**src/rtl/fsm_stream_ctrl_pkg.sv**
```systemverilog
// Shared types and helpers for the detector sequencing controller.
package fsm_pkg;

  typedef enum logic [2:0] {
    S_IDLE      = 3'd0,
    S_LOAD      = 3'd1,
    S_WAIT_TICK = 3'd2,
    S_DRIVE     = 3'd3,
    S_SAMPLE    = 3'd4,
    S_DONE      = 3'd5
  } state_e;

  localparam int unsigned PRESCALE_DEF = 20000000;

  // Active-low 7-segment pattern, bit order {a,b,c,d,e,f,g}
  function automatic logic [6:0] seg_hex(input logic [3:0] v);
    logic [6:0] s;
    case (v)
      4'h0: s = 7'b0000001;
      4'h1: s = 7'b1001111;
      4'h2: s = 7'b0010010;
      4'h3: s = 7'b0000110;
      4'h4: s = 7'b1001100;
      4'h5: s = 7'b0100100;
      4'h6: s = 7'b0100000;
      4'h7: s = 7'b0001111;
      4'h8: s = 7'b0000000;
      4'h9: s = 7'b0000100;
      4'hA: s = 7'b0001000;
      4'hB: s = 7'b1100000;
      4'hC: s = 7'b0110001;
      4'hD: s = 7'b1000010;
      4'hE: s = 7'b0110000;
      default: s = 7'b0111000;
    endcase
    return s;
  endfunction

endpackage

```
**src/rtl/fsm_stream_ctrl_if.sv**
```systemverilog
// Handshake and detector-side signals of the sequencing controller.
interface fsm_stream_ctrl_if #(
  parameter int unsigned CNT_W = 8
);
  logic             start;
  logic [31:0]      pat;
  logic [5:0]       pat_len;
  logic             busy;
  logic             done;
  logic             det_en;
  logic             det_x;
  logic             det_hit_n;
  logic [CNT_W-1:0] hit_cnt;
  logic [6:0]       seg;

  modport master (
    output start, pat, pat_len, det_hit_n,
    input  busy, done, det_en, det_x, hit_cnt, seg
  );

  modport slave (
    input  start, pat, pat_len, det_hit_n,
    output busy, done, det_en, det_x, hit_cnt, seg
  );
endinterface

```
**src/rtl/fsm_stream_ctrl_tick_gen.sv**
```systemverilog
// Free-running prescaler: one-cycle tick when the count reaches PRESCALE-1.
module tick_gen #(
  parameter int unsigned PRESCALE = 4
) (
  input  logic clk,
  input  logic rst_n,
  input  logic clr_i,
  output logic tick_o
);
  localparam int unsigned W = (PRESCALE > 2) ? $clog2(PRESCALE) : 2;

  logic [W-1:0] cnt_q, cnt_d;

  assign tick_o = (cnt_q == W'(PRESCALE - 1));

  always_comb begin
    cnt_d = cnt_q + W'(1);
    if (clr_i || tick_o) cnt_d = '0;
  end

  always_ff @(posedge clk or negedge rst_n) begin
    if (!rst_n) cnt_q <= '0;
    else        cnt_q <= cnt_d;
  end
endmodule

```
**src/rtl/fsm_stream_ctrl.sv**
```systemverilog
// Shifts a latched pattern MSB-first into the sequence detector and counts its hits.
module fsm_stream_ctrl
  import fsm_pkg::*;
#(
  parameter int unsigned PRESCALE = PRESCALE_DEF,
  parameter int unsigned CNT_W    = 8
) (
  input  logic                clk,
  input  logic                rst_n,
  fsm_stream_ctrl_if.slave    bus
);
  state_e           state_q, state_d;
  logic [31:0]      pat_q, pat_d;
  logic [4:0]       idx_q, idx_d;
  logic [CNT_W-1:0] hit_q, hit_d;
  logic             busy_q, busy_d;
  logic             done_q, done_d;
  logic             en_q, en_d;
  logic             x_q, x_d;
  logic             tick_clr, tick;
  logic [5:0]       len_c;

  assign len_c = (bus.pat_len > 6'd32) ? 6'd32 : bus.pat_len;

  tick_gen #(.PRESCALE(PRESCALE)) u_tick (
    .clk    (clk),
    .rst_n  (rst_n),
    .clr_i  (tick_clr),
    .tick_o (tick)
  );

  always_comb begin
    state_d  = state_q;
    pat_d    = pat_q;
    idx_d    = idx_q;
    hit_d    = hit_q;
    tick_clr = 1'b0;
    case (state_q)
      S_IDLE: begin
        // Clear on entry so the count is already 0 during LOAD; the first
        // strobe then lands exactly PRESCALE cycles after LOAD.
        if (bus.start) begin
          state_d  = S_LOAD;
          tick_clr = 1'b1;
        end
      end
      S_LOAD: begin
        pat_d   = bus.pat;
        idx_d   = 5'(len_c - 6'd1);
        hit_d   = '0;
        state_d = (len_c == 6'd0) ? S_DONE : S_WAIT_TICK;
      end
      S_WAIT_TICK: if (tick) state_d = S_DRIVE;
      S_DRIVE:     state_d = S_SAMPLE;
      S_SAMPLE: begin
        if (!bus.det_hit_n && (hit_q != '1)) hit_d = hit_q + CNT_W'(1);
        if (idx_q == 5'd0) begin
          state_d = S_DONE;
        end else begin
          idx_d   = idx_q - 5'd1;
          state_d = S_WAIT_TICK;
        end
      end
      S_DONE:  state_d = S_IDLE;
      default: state_d = S_IDLE;
    endcase

    busy_d = (state_d == S_LOAD) || (state_d == S_WAIT_TICK) ||
             (state_d == S_DRIVE) || (state_d == S_SAMPLE);
    done_d = (state_d == S_DONE);
    en_d   = (state_d == S_DRIVE);
    x_d    = en_d ? pat_q[idx_q] : 1'b0;
  end

  always_ff @(posedge clk or negedge rst_n) begin
    if (!rst_n) begin
      state_q <= S_IDLE;
      pat_q   <= '0;
      idx_q   <= '0;
      hit_q   <= '0;
      busy_q  <= 1'b0;
      done_q  <= 1'b0;
      en_q    <= 1'b0;
      x_q     <= 1'b0;
    end else begin
      state_q <= state_d;
      pat_q   <= pat_d;
      idx_q   <= idx_d;
      hit_q   <= hit_d;
      busy_q  <= busy_d;
      done_q  <= done_d;
      en_q    <= en_d;
      x_q     <= x_d;
    end
  end

  assign bus.busy    = busy_q;
  assign bus.done    = done_q;
  assign bus.det_en  = en_q;
  assign bus.det_x   = x_q;
  assign bus.hit_cnt = hit_q;
  assign bus.seg     = seg_hex(hit_q[3:0]);
endmodule

```
**src/flat_wrapper.sv**
```systemverilog
// flat-port wrapper written by rule: the top's interface ports become plain ports
module fsm_stream_ctrl_flat import fsm_pkg::*;
#(
  parameter int unsigned PRESCALE = PRESCALE_DEF,
  parameter int unsigned CNT_W    = 8
)
  (clk, rst_n, bus_start, bus_pat, bus_pat_len, bus_det_hit_n, bus_busy, bus_done, bus_det_en, bus_det_x, bus_hit_cnt, bus_seg);
  fsm_stream_ctrl_if #(.CNT_W(CNT_W)) bus_i ();
  input  logic clk;
  input  logic rst_n;
  input wire logic [$bits(bus_i.start)-1:0] bus_start;
  input wire logic [$bits(bus_i.pat)-1:0] bus_pat;
  input wire logic [$bits(bus_i.pat_len)-1:0] bus_pat_len;
  input wire logic [$bits(bus_i.det_hit_n)-1:0] bus_det_hit_n;
  output wire logic [$bits(bus_i.busy)-1:0] bus_busy;
  output wire logic [$bits(bus_i.done)-1:0] bus_done;
  output wire logic [$bits(bus_i.det_en)-1:0] bus_det_en;
  output wire logic [$bits(bus_i.det_x)-1:0] bus_det_x;
  output wire logic [$bits(bus_i.hit_cnt)-1:0] bus_hit_cnt;
  output wire logic [$bits(bus_i.seg)-1:0] bus_seg;
  assign bus_i.start = bus_start;
  assign bus_i.pat = bus_pat;
  assign bus_i.pat_len = bus_pat_len;
  assign bus_i.det_hit_n = bus_det_hit_n;
  assign bus_busy = bus_i.busy;
  assign bus_done = bus_i.done;
  assign bus_det_en = bus_i.det_en;
  assign bus_det_x = bus_i.det_x;
  assign bus_hit_cnt = bus_i.hit_cnt;
  assign bus_seg = bus_i.seg;
  fsm_stream_ctrl #(.PRESCALE(PRESCALE), .CNT_W(CNT_W)) u_core (.clk(clk), .rst_n(rst_n), .bus(bus_i));
endmodule
```
**config.mk**
```make
export PLATFORM = sky130hd
export DESIGN_NAME = fsm_stream_ctrl_flat
export DESIGN_NICKNAME = d
export VERILOG_FILES = /design/src/rtl/fsm_stream_ctrl_pkg.sv /design/src/rtl/fsm_stream_ctrl_if.sv /design/src/rtl/fsm_stream_ctrl_tick_gen.sv /design/src/rtl/fsm_stream_ctrl.sv /design/src/flat_wrapper.sv
export SDC_FILE = /design/constraint.sdc
export NUM_CORES = 1
export LEC_CHECK = 0
export BUFFER_PORTS_ARGS = -buffer_cell sky130_fd_sc_hd__buf_2
export CAP_MARGIN = 30
export CELL_PAD_IN_SITES_DETAIL_PLACEMENT = 1
export CELL_PAD_IN_SITES_GLOBAL_PLACEMENT = 2
export CORE_MARGIN = 2
export CORE_UTILIZATION = 30
export DETAILED_ROUTE_END_ITERATION = 12
export PLACE_DENSITY_LB_ADDON = 0.1
export SYNTH_ARGS = -nofsm -noshare
export SYNTH_HDL_FRONTEND = slang
export SYNTH_HIERARCHICAL = 1
export SYNTH_SLANG_ARGS = --single-unit
```
**constraint.sdc**
```tcl
create_clock -name clk -period 1.8 [get_ports clk]
set_input_delay 0 -clock clk [delete_from_list [all_inputs] [get_ports clk]]
set_output_delay 0 -clock clk [all_outputs]
set_load 0.05 [all_outputs]
```
==> qor.yml, run 1 <==
outcome:
  status: "finished, violations left"
  violations: "setup timing"
sta:
  period_needed_ns: 1.86
  period_share_pct: 103
  relSlewSlack_pct: 66.8
  worstMarginPinSlew_ns: 0.498
  holdWs_ns: 0.0240
  skew_ns: 0.00549
  layout_setup_ws_ns: -0.0580
  slew_viol_final: 0
  setup_tns_ns: -0.0680
  rsz0062_at_grt: "true"
  fmax_ghz: 0.538
  hold_viol_final: 0
  setup_viol: 4
placed_design:
  dpl_cell_area_um2: 5060
  dp_slack_ns: -0.183
  dpl.hpwl_mm: 8.20
  port_buffers: 60
  place_congestion: 0.762
floorplan:
  num_rows: 42
  die_w_um: 121
  ios: 61
  core_area_um2: 13300
  die-area_um2: 14800
  die_h_um: 121
  initial_core_util_pct: 31.0
logic_synthesis:
  syn_nets: 504
  synth-edff-count: 0
  synth_cell_type_count: 55
  ys_warn_count: 6
  synth_top_family_by_area: "simple AND/OR/NAND/NOR gates"
  yosys.area_share.adder_pct: 2.42
  syn-cell-area_um2: 4140
  ys_async_sr_fraction_pct: 100
  synth_ff_type: "dfrtp_1"
  avgSynthCellArea_um2: 9.12
  synthSimpleGateAreaFrac_pct: 27.7
  seq_area_frac_synth_pct: 46.5
  synth_cells: 454
  synth_mux_area_share_pct: 6.16
  synth_xor_area_share_pct: 4.02
  synth_compound_area_share_pct: 9.64
  ys_ff_latch: 77
power_and_ir_drop:
  power_frac_seq_pct: 35.2
  peakVddDrop_uv: 632
  p_int_mw: 4.76
  swShare_pct: 36.9
  switchingPower_mw: 2.79
  combPwrFrac_pct: 42.6
  power_frac_clock_pct: 22.2
  power_density_nw_per_um2: 1280
  p_leak_nw: 2.73
grt:
  overflow: 0
  grt_pass1_vias: 3867
  grt.total_usage_pct: 16.8
  grt_max_degree: 39
  grt_pass1_wl_mm: 19.4
  antenna_found_initial: 0
setup_path:
  end_kind: "flip-flop"
  crit_chain: "mux4_2 > mux4_2 > nor2_1 > a21oi_1 > and3_1"
  worst_r2r_path_depth: 5
  path_depth: 5
  path_class: "flip-flop to flip-flop"
  crit_top_cell: "mux4_2"
  arrival_ns: 2.09
  cp_top_family: "multiplexers"
  critPathMaxStageDelay_ns: 0.53
  required_ns: 2.03
  cp_max_fo: 7
  start_kind: "flip-flop"
  crit_buf_inv: 0
  slowest_stage: "mux4_2"
cells_and_area:
  layout_commonest_cell: "nand2_1"
  drive_above_1_share_pct: 32.4
  design_area_um2: 5890
  most-common-layout-cells: "nand2_1, dfrtp_1, buf_4"
  layout.nets: 643
  utilization_pct: 44.1
  syn_to_final_growth_pct: 42.2
  n_antenna_cell: 0
clocking:
  htreeDepth: 3
  numCtsBuffers: 9
  cts_tree: "built"
  clk_pin_slew_ns: 0.06
  cts.sink_count: 77
  clockBufferDepth: 2
  insertion_delay_ns: 0.34
  root_buffer: "clkbuf_16"
hold_path:
  hold_depth: 3
  min_path_type: "input pin to flip-flop"
drt:
  via_per_inst: 4.88
  drt_iter0_markers: 124
  antenna_left: 0
  postRouteWirelength_mm: 11.6
  drt_first_pass_iters: 4
  highest_layer: "met4"
  wl_met3_um: 271
  wirelength_met1_mm: 5.37
  route.detailed.drc: 0
  met2_length_mm: 5.75
  vias: 3769
  drt-wirelength-per-cell_um: 15.0
flow_run:
  cap_violations: 0
## power by group through the flow
stage | sequential (mW) | clock, mW | combinational [mW]
global placement | 2.69 | 0 | 2.89
CTS | 2.67 | 1.73 | 3.18
floorplan | 2.69 | 0 | 1.91
global route | 2.74 | 1.81 | 3.56
detailed placement | 2.71 | 0 | 2.96
finish | 2.66 | 1.67 | 3.22
## tightest hold or removal path, stage by stage
cell	delay, ns
buf_2	0.13
nand3b_1	0.09
o211ai_1	0.09
## per-stage QoR
stage,power [mW],cells
6_report,7.55,772
5_1_grt,8.11,772
4_1_cts,7.58,768
3_5_place_dp,5.67,718
3_3_place_gp,5.58,718
2_1_floorplan,4.60,454
## Yosys cell counts, types with 3 or more instances
cell type | count | area [um^2]
nand2_1 | 118 | 443
dfrtp_1 | 77 | 1930
nor2_1 | 36 | 135
o21ai_0 | 24 | 120
a21oi_1 | 20 | 100
clkbuf_1 | 15 | 56.3
nand4_1 | 13 | 81.3
nand3_1 | 12 | 60.1
xnor2_1 | 11 | 96.3
or3_1 | 10 | 62.6
mux4_2 | 9 | 203
ha_1 | 8 | 100
nor3_1 | 8 | 40.0
xor2_1 | 8 | 70.1
buf_2 | 6 | 30.0
inv_1 | 6 | 22.5
and2_1 | 4 | 25.0
and3_1 | 4 | 25.0
and4_1 | 4 | 35.0
nand2b_1 | 4 | 25.0
nor3b_1 | 4 | 30.0
nor4_1 | 4 | 25.0
mux2i_1 | 3 | 30.0
nor2b_1 | 3 | 18.8
nor4b_1 | 3 | 26.3
o22ai_1 | 3 | 18.8
o31ai_1 | 3 | 22.5
## area by class of cell
| class | instances | area, um^2 |
|---|---|---|
| sequential | 77 | 1940 |
| fill | 1564 | 7460 |
| tap | 176 | 220 |
| multi-input combinational | 345 | 2270 |
| clock inverter | 2 | 10.0 |
| clock buffer | 12 | 256 |
| inverter | 6 | 32.5 |
| timing repair buffer | 154 | 1170 |
## path summary, 6_finish.rpt
| path | from | end | slack (ns) |
|---|---|---|---|
| hold / removal | bus_pat_len[3] | u_core/idx_q[3]$_DFFE_PN0P_ | 0.02 |
| hold reg to reg | u_core/u_tick/cnt_q[0]$_DFF_PN0_ | u_core/u_tick/cnt_q[0]$_DFF_PN0_ | 0.46 |
| setup / recovery | u_core/idx_q[1]$_DFFE_PN0P_ | u_core/bus.det_x$_DFF_PN0_ | -0.06 |
| setup reg to reg | u_core/idx_q[1]$_DFFE_PN0P_ | u_core/bus.det_x$_DFF_PN0_ | -0.06 |
| max in group asynchronous | rst_n | u_core/u_tick/cnt_q[4]$_DFF_PN0_ | 1.02 |
| min in group asynchronous | rst_n | u_core/pat_q[7]$_DFFE_PN0P_ | 0.17 |
## kinds of logic after synthesis
kind of cell,count (synthesis)
buffers and inverters,32
DFF,77
and+or+nand+nor,238
muxes,14
adders and majority gates,8
AOI/OAI and AO/OA,66
xor gates and xnor gates,19
## repair_timing
action                                  CTS  global route
gates resized for setup                  21            29
buffers inserted                          3             4
hold buffers                             33             0
endpoints found under the setup margin   15            44
pin swaps                                10            11
hold endpoints to repair                 66             0
## routing by layer
layer  vias to the layer above  GRT usage, %
met3                        13          2.82
met5                         -             0
met2                        48          28.6
li1                       1856             -
met1                      1852          21.4
met4                         0          6.47
## sequential cells by signal (all words and copies together), names as in the netlist
register / flops
u_core/idx_q: 5
u_core/bus.det_x: 1
u_core/u_tick/cnt_q: 25
u_core/pat_q: 32
u_core/bus.det_en: 1
u_core/state_q: 3
u_core/bus.busy: 1
u_core/bus.hit_cnt: 8
u_core/bus.done: 1
(Power assumes the default switching activity.)
==> inputs of run 2 (changes only) <==
--- a/config.mk
+++ b/config.mk
@@ -12,6 +12,7 @@
 export CORE_MARGIN = 2
 export CORE_UTILIZATION = 30
 export DETAILED_ROUTE_END_ITERATION = 12
+export MAX_ROUTING_LAYER = met4
 export PLACE_DENSITY_LB_ADDON = 0.1
 export SYNTH_ARGS = -nofsm -noshare
 export SYNTH_HDL_FRONTEND = slang
==> run 2 against run 1 <==
Against the previous run: the run still ends with setup timing left; core utilization hardly changed; worst hold slack better by 0.00087 ns; clock-buffer cell count stayed put; maximum frequency is 0.36% higher; global-route usage is 0.43 points higher; die area stayed put; cell area hardly changed; routed wire length is 0.35% lower; non-clock buffer count is 1 lower; total power hardly changed; register-to-register slack hardly changed; cell count stayed put; critical path type unchanged; largest power group unchanged; highest routed layer unchanged.
==> qor.yml, run 2 (synthesized netlist as in run 1, its figures left out) <==
setup_path:
  slowest_stage: "mux4_2"
  path_depth: 5  # unchanged
  required_ns: 2.03  # about the same
  cp_top_family: "multiplexers"
  end_kind: "flip-flop"
  cp_max_fo: 7  # unchanged
  crit_top_cell: "mux4_2"
  path_class: "flip-flop to flip-flop"
  crit_chain: "mux4_2 > mux4_2 > nor2_1 > a21oi_1 > and3_1"
  arrival_ns: 2.08  # about the same
  crit_buf_inv: 0  # unchanged
  start_kind: "flip-flop"
  critPathMaxStageDelay_ns: 0.53  # about the same
  worst_r2r_path_depth: 5  # unchanged
cells_and_area:
  layout.nets: 642  # -0.16%
  syn_to_final_growth_pct: 42.1  # about the same
  design_area_um2: 5890  # about the same
  drive_above_1_share_pct: 32.3  # -0.11 points
  largest-register: "u_core/pat_q"
  largest_reg_flops: 32  # unchanged
  n_fill_cell: 1565  # +0.064%
  most-common-layout-cells: "nand2_1, dfrtp_1, buf_4"
  layout_commonest_cell: "nand2_1"
sta:
  fmax_ghz: 0.540  # +0.36%
  holdWs_ns: 0.0249  # +0.000869 ns
  period_share_pct: 103  # -0.37 points
  hold_viol_final: 0  # unchanged
  worstMarginPinSlew_ns: 0.498  # +0.000111 ns
  setup_tns_ns: -0.0586  # +0.00939 ns
  rsz0062_at_grt: "true"
  period_needed_ns: 1.85  # -0.00660 ns
  relSlewSlack_pct: 66.8  # about the same
  skew_ns: 0.00632  # +0.000824 ns
  slew_viol_final: 0  # unchanged
  layout_setup_ws_ns: -0.0514  # +0.00660 ns
  setup_viol: 3  # -1
floorplan:
  num_rows: 42  # unchanged
  die_w_um: 121  # unchanged
  core_area_um2: 13300  # unchanged
  initial_core_util_pct: 31.0  # unchanged
  ios: 61  # unchanged
  die-area_um2: 14800  # unchanged
  die_h_um: 121  # unchanged
grt:
  overflow: 0  # unchanged
  met2_usage_pct: 28.5  # -0.035 points
  grt_pass1_wl_mm: 19.3  # -0.11%
  grt_util_met3_pct: 2.68  # -0.14 points
  grt_max_degree: 39  # unchanged
  antenna_found_initial: 0  # unchanged
  met1_usage_pct: 21.4  # unchanged
  grt.total_usage_pct: 17.3  # +0.43 points
  grt_busiest_layer: "met2"
  grt_pass1_vias: 3866  # -0.026%
clocking:
  cts.sink_count: 77  # unchanged
  root_buffer: "clkbuf_16"
  clockBufferDepth: 2  # unchanged
  clk_pin_slew_ns: 0.06  # about the same
  numCtsBuffers: 9  # unchanged
  insertion_delay_ns: 0.34  # about the same
  htreeDepth: 3  # unchanged
  cts_tree: "built"
power_and_ir_drop:
  power_frac_seq_pct: 35.2  # about the same
  p_int_mw: 4.76  # about the same
  p_total_mw: 7.55  # about the same
  p_leak_nw: 2.72  # -0.20%
  combPwrFrac_pct: 42.6  # about the same
  power_density_nw_per_um2: 1280  # about the same
  swShare_pct: 36.9  # about the same
  switchingPower_mw: 2.79  # about the same
  peakVddDrop_uv: 633  # about the same
  power_frac_clock_pct: 22.2  # about the same
drt:
  via_per_inst: 4.87  # -0.34%
  vias: 3756  # -0.34%
  drt-wirelength-per-cell_um: 15.0  # -0.35%
  drt_first_pass_iters: 4  # unchanged
  route.detailed.drc: 0  # unchanged
  antenna_left: 0  # unchanged
  postRouteWirelength_mm: 11.6  # -0.35%
  drt_iter0_markers: 145  # +17%
hold_path:
  hold_depth: 3  # unchanged
  min_path_type: "input pin to flip-flop"
flow_run:
  cap_violations: 0  # unchanged
placed_design:
  dp_slack_ns: -0.183  # unchanged
  dpl.hpwl_mm: 8.20  # unchanged
  dpl_cell_area_um2: 5060  # unchanged
  place_congestion: 0.772  # +1.3%
  port_buffers: 60  # unchanged
outcome:
  violations: "setup timing"
  status: "finished, violations left"
[run 2: worst min-delay path: stages]
cell      delay (ns)
buf_2           0.13
nand3b_1        0.09
o211ai_1        0.09
[run 2: power by group through the flow]
stage / clock network (mW) / logic, mW / registers [mW]
6_report: 1.67 / 3.21 / 2.66
5_1_grt: 1.80 / 3.56 / 2.74
4_1_cts: 1.73 / 3.18 / 2.67
3_5_place_dp: 0 / 2.96 / 2.71
3_3_place_gp: 0 / 2.89 / 2.69
2_1_floorplan: 0 / 1.91 / 2.69
[run 2: through the flow]
stage | std cells | utilization, %
3_5_place_dp | 718 | 37.9
2_1_floorplan | 454 | -
4_1_cts | 768 | 43.0
6_report | 772 | 44.1
3_3_place_gp | 718 | 37.9
5_1_grt | 771 | 44.1
[run 2: layer usage]
layer,part of all wire (%),wire length (um),vias up
li1,-,-,1854
met1,46,5320,1829
met2,50,5730,56
met3,2.7,311,17
met4,1.6,189,0
met5,0,0,-
[run 2: cell type report]
cell class,count,area (um^2),share of cell area [%]
clock buffer,12,256,4.36
clock inverter,2,10.0,0.170
inverter,6,32.5,0.553
sequential,77,1940,32.9
timing repair buffer,153,1160,19.7
antenna,1,2.50,0.0425
multi-input combinational,345,2270,38.5
tap,176,220,3.74
[run 2: path summary, 6_finish.rpt]
| kind | startpoint | end | slack (ns) |
|---|---|---|---|
| min in group asynchronous | rst_n | u_core/pat_q[7]$_DFFE_PN0P_ | 0.17 |
| max in group asynchronous | rst_n | u_core/u_tick/cnt_q[4]$_DFF_PN0_ | 1.02 |
| setup reg to reg | u_core/idx_q[1]$_DFFE_PN0P_ | u_core/bus.det_x$_DFF_PN0_ | -0.05 |
| hold / removal | bus_pat_len[3] | u_core/idx_q[3]$_DFFE_PN0P_ | 0.02 |
| hold reg to reg | u_core/u_tick/cnt_q[0]$_DFF_PN0_ | u_core/u_tick/cnt_q[0]$_DFF_PN0_ | 0.47 |
| setup / recovery | u_core/idx_q[1]$_DFFE_PN0P_ | u_core/bus.det_x$_DFF_PN0_ | -0.05 |
[run 2: timing repair]
| action | 4_1_cts | 5_1_grt |
|---|---|---|
| resized for setup | 21 | 29 |
| cloned | 0 | 0 |
| hold endpoints to repair | 66 | 0 |
| endpoints found under the setup margin | 15 | 44 |
| hold buffers | 33 | 0 |
| setup buffers | 3 | 3 |
| pin swaps | 10 | 11 |
==> inputs of run 3 (changes only) <==
--- a/config.mk
+++ b/config.mk
@@ -13,7 +13,7 @@
 export CORE_UTILIZATION = 30
 export DETAILED_ROUTE_END_ITERATION = 12
 export MAX_ROUTING_LAYER = met4
-export PLACE_DENSITY_LB_ADDON = 0.1
+export PLACE_DENSITY = 0.76
 export SYNTH_ARGS = -nofsm -noshare
 export SYNTH_HDL_FRONTEND = slang
 export SYNTH_HIERARCHICAL = 1
==> run 3 against run 2 <==
Against the previous run: the flow still finishes with violations (setup timing); sequential share of layout area down 1.2 points; combinational power grew 6.9%; core utilization is 1.6 points higher; die area stayed put; cell count rose by 0.91%; sequential power barely moved; clock-buffer cell count did not move; maximum frequency decreased by 3.2%; largest cell class unchanged; global-route usage fell by 0.077 points; setup slack worse by 0.061 ns.
==> qor.yml, run 3 (synthesized netlist as in run 1, its figures left out) <==
cells_and_area:
  design_area_um2: 6100  # +3.6%
  layout_commonest_cell: "nand2_1"
  syn_to_final_growth_pct: 47.2
  fin_cells: 779  # +0.91%
  most-common-layout-cells: "nand2_1, dfrtp_1, buf_4"
  drive_above_1_share_pct: 34.0  # +1.7 points
  layout.nets: 648  # +0.93%
  largest_reg_flops: 32  # unchanged
  largest-register: "u_core/pat_q"
  n_antenna_cell: 0  # -1
  utilization_pct: 45.7  # +1.6 points
setup_path:
  required_ns: 2.01  # -0.02 ns
  arrival_ns: 2.12  # +0.04 ns
  path_class: "flip-flop to flip-flop"
  start_kind: "flip-flop"
  end_kind: "flip-flop"
  worst_r2r_path_depth: 7  # +2
  cp_max_fo: 6  # -1
grt:
  grt_pass1_wl_mm: 19.4  # +0.11%
  grt.total_usage_pct: 17.2  # -0.077 points
  grt_max_degree: 40  # +2.6%
  grt_pass1_vias: 4038  # +4.4%
  antenna_found_initial: 0  # unchanged
  overflow: 0  # unchanged
clocking:
  htreeDepth: 3  # unchanged
  clockBufferDepth: 2  # unchanged
  numCtsBuffers: 9  # unchanged
  root_buffer: "clkbuf_16"
  insertion_delay_ns: 0.34  # about the same
  cts_tree: "built"
  cts.sink_count: 77  # unchanged
  clk_pin_slew_ns: 0.07  # about the same
floorplan:
  num_rows: 42  # unchanged
  initial_core_util_pct: 31.0  # unchanged
  die-area_um2: 14800  # unchanged
  core_area_um2: 13300  # unchanged
  ios: 61  # unchanged
  die_h_um: 121  # unchanged
  die_w_um: 121  # unchanged
drt:
  vias: 3846  # +2.4%
  postRouteWirelength_mm: 12.2  # +5.6%
  via_per_inst: 4.94  # +1.5%
  drt_first_pass_iters: 5  # +1
  antenna_left: 0  # unchanged
  drt_iter0_markers: 151  # +4.1%
  route.detailed.drc: 0  # unchanged
  drt-wirelength-per-cell_um: 15.7  # +4.7%
sta:
  layout_setup_ws_ns: -0.113  # -0.0612 ns
  holdWs_ns: 0.0331  # +0.00819 ns
  fmax_ghz: 0.523  # -3.2%
  worstMarginPinSlew_ns: 0.533  # +0.0346 ns
  period_share_pct: 106  # +3.4 points
  skew_ns: 0.00824  # +0.00192 ns
  relSlewSlack_pct: 64.5  # -2.3 points
  rsz0062_at_grt: "true"
  setup_viol: 10  # +7
  setup_tns_ns: -0.480  # -0.421 ns
  slew_viol_final: 0  # unchanged
  hold_viol_final: 0  # unchanged
  period_needed_ns: 1.91  # +0.0612 ns
power_and_ir_drop:
  peakVddDrop_uv: 476  # -25%
  p_total_mw: 8.21  # +8.8%
  p_leak_nw: 2.81  # +3.2%
  power_density_nw_per_um2: 1350  # +5.1%
hold_path:
  hold_depth: 4  # +1
  min_path_type: "input pin to flip-flop"
placed_design:
  dp_slack_ns: -0.193  # -0.0104 ns
  place_inst: 715  # -0.42%
  place_congestion: 0.806  # +4.4%
  dpl.hpwl_mm: 7.98  # -2.6%
  port_buffers: 60  # unchanged
  dpl_cell_area_um2: 5020  # -0.69%
outcome:
  violations: "setup timing"
  status: "finished, violations left"
flow_run:
  cap_violations: 0  # unchanged
[run 3: changes by cell type in the layout (fill, tap and decap cells not counted), sizes merged]
cell / before / now
buf: 120 / 125
bufinv: 0 / 3
clkinv: 2 / 1
diode: 1 / 0
dlygate4sd3: 33 / 34
[run 3: area by class of cell]
cell class / count / area (um^2)
well taps: 176 / 220
fillers: 1536 / 7250
clock buffers: 12 / 246
clock inverters: 4 / 95.1
repair buffers: 159 / 1210
flip-flops and latches: 77 / 1930
multi-input cells: 345 / 2360
inverters: 6 / 32.5
[run 3: worst paths after layout]
kind | start | to | slack, ns
max in group asynchronous | rst_n | u_core/idx_q[1]$_DFFE_PN0P_ | 1.01
setup / recovery | u_core/idx_q[1]$_DFFE_PN0P_ | u_core/idx_q[3]$_DFFE_PN0P_ | -0.11
hold / removal | bus_det_hit_n | u_core/bus.hit_cnt[4]$_DFFE_PN0P_ | 0.03
setup reg to reg | u_core/idx_q[1]$_DFFE_PN0P_ | u_core/idx_q[3]$_DFFE_PN0P_ | -0.11
min in group asynchronous | rst_n | u_core/bus.hit_cnt[0]$_DFFE_PN0P_ | 0.19
hold reg to reg | u_core/pat_q[15]$_DFFE_PN0P_ | u_core/pat_q[15]$_DFFE_PN0P_ | 0.48
[run 3: routing by layer]
metal / routed length, um / track usage [%] / up-vias
met4: 129 / 4.89 / 0
met3: 270 / 3.48 / 10
li1: - / - / 1864
met1: 5370 / 20.5 / 1919
met5: 0 / - / -
met2: 6420 / 29.6 / 53
[run 3: report_power, final]
group / internal, mW / leakage (nW) / switching [mW] / total, mW
combinational: 1.60 / 1.65 / 1.82 / 3.43
sequential: 2.26 / 0.991 / 0.396 / 2.66
clock: 1.39 / 0.167 / 0.734 / 2.13
total: 5.26 / 2.81 / 2.95 / 8.21
[run 3: critical path: stages, from the launching register on]
cell and delay, ns:
dfrtp_2 0.43, buf_4 0.18, or4_4 0.54, nor2_4 0.21, buf_6 0.14, o31ai_2 0.06
nand2_1 0.12, o211ai_1 0.11
[run 3: what timing repair did]
item	4_1_cts	5_1_grt
pin swaps	12	16
setup endpoints to repair	19	22
buffers inserted	5	10
hold buffers	34	0
hold endpoints to repair	71	0
resized for setup	21	43
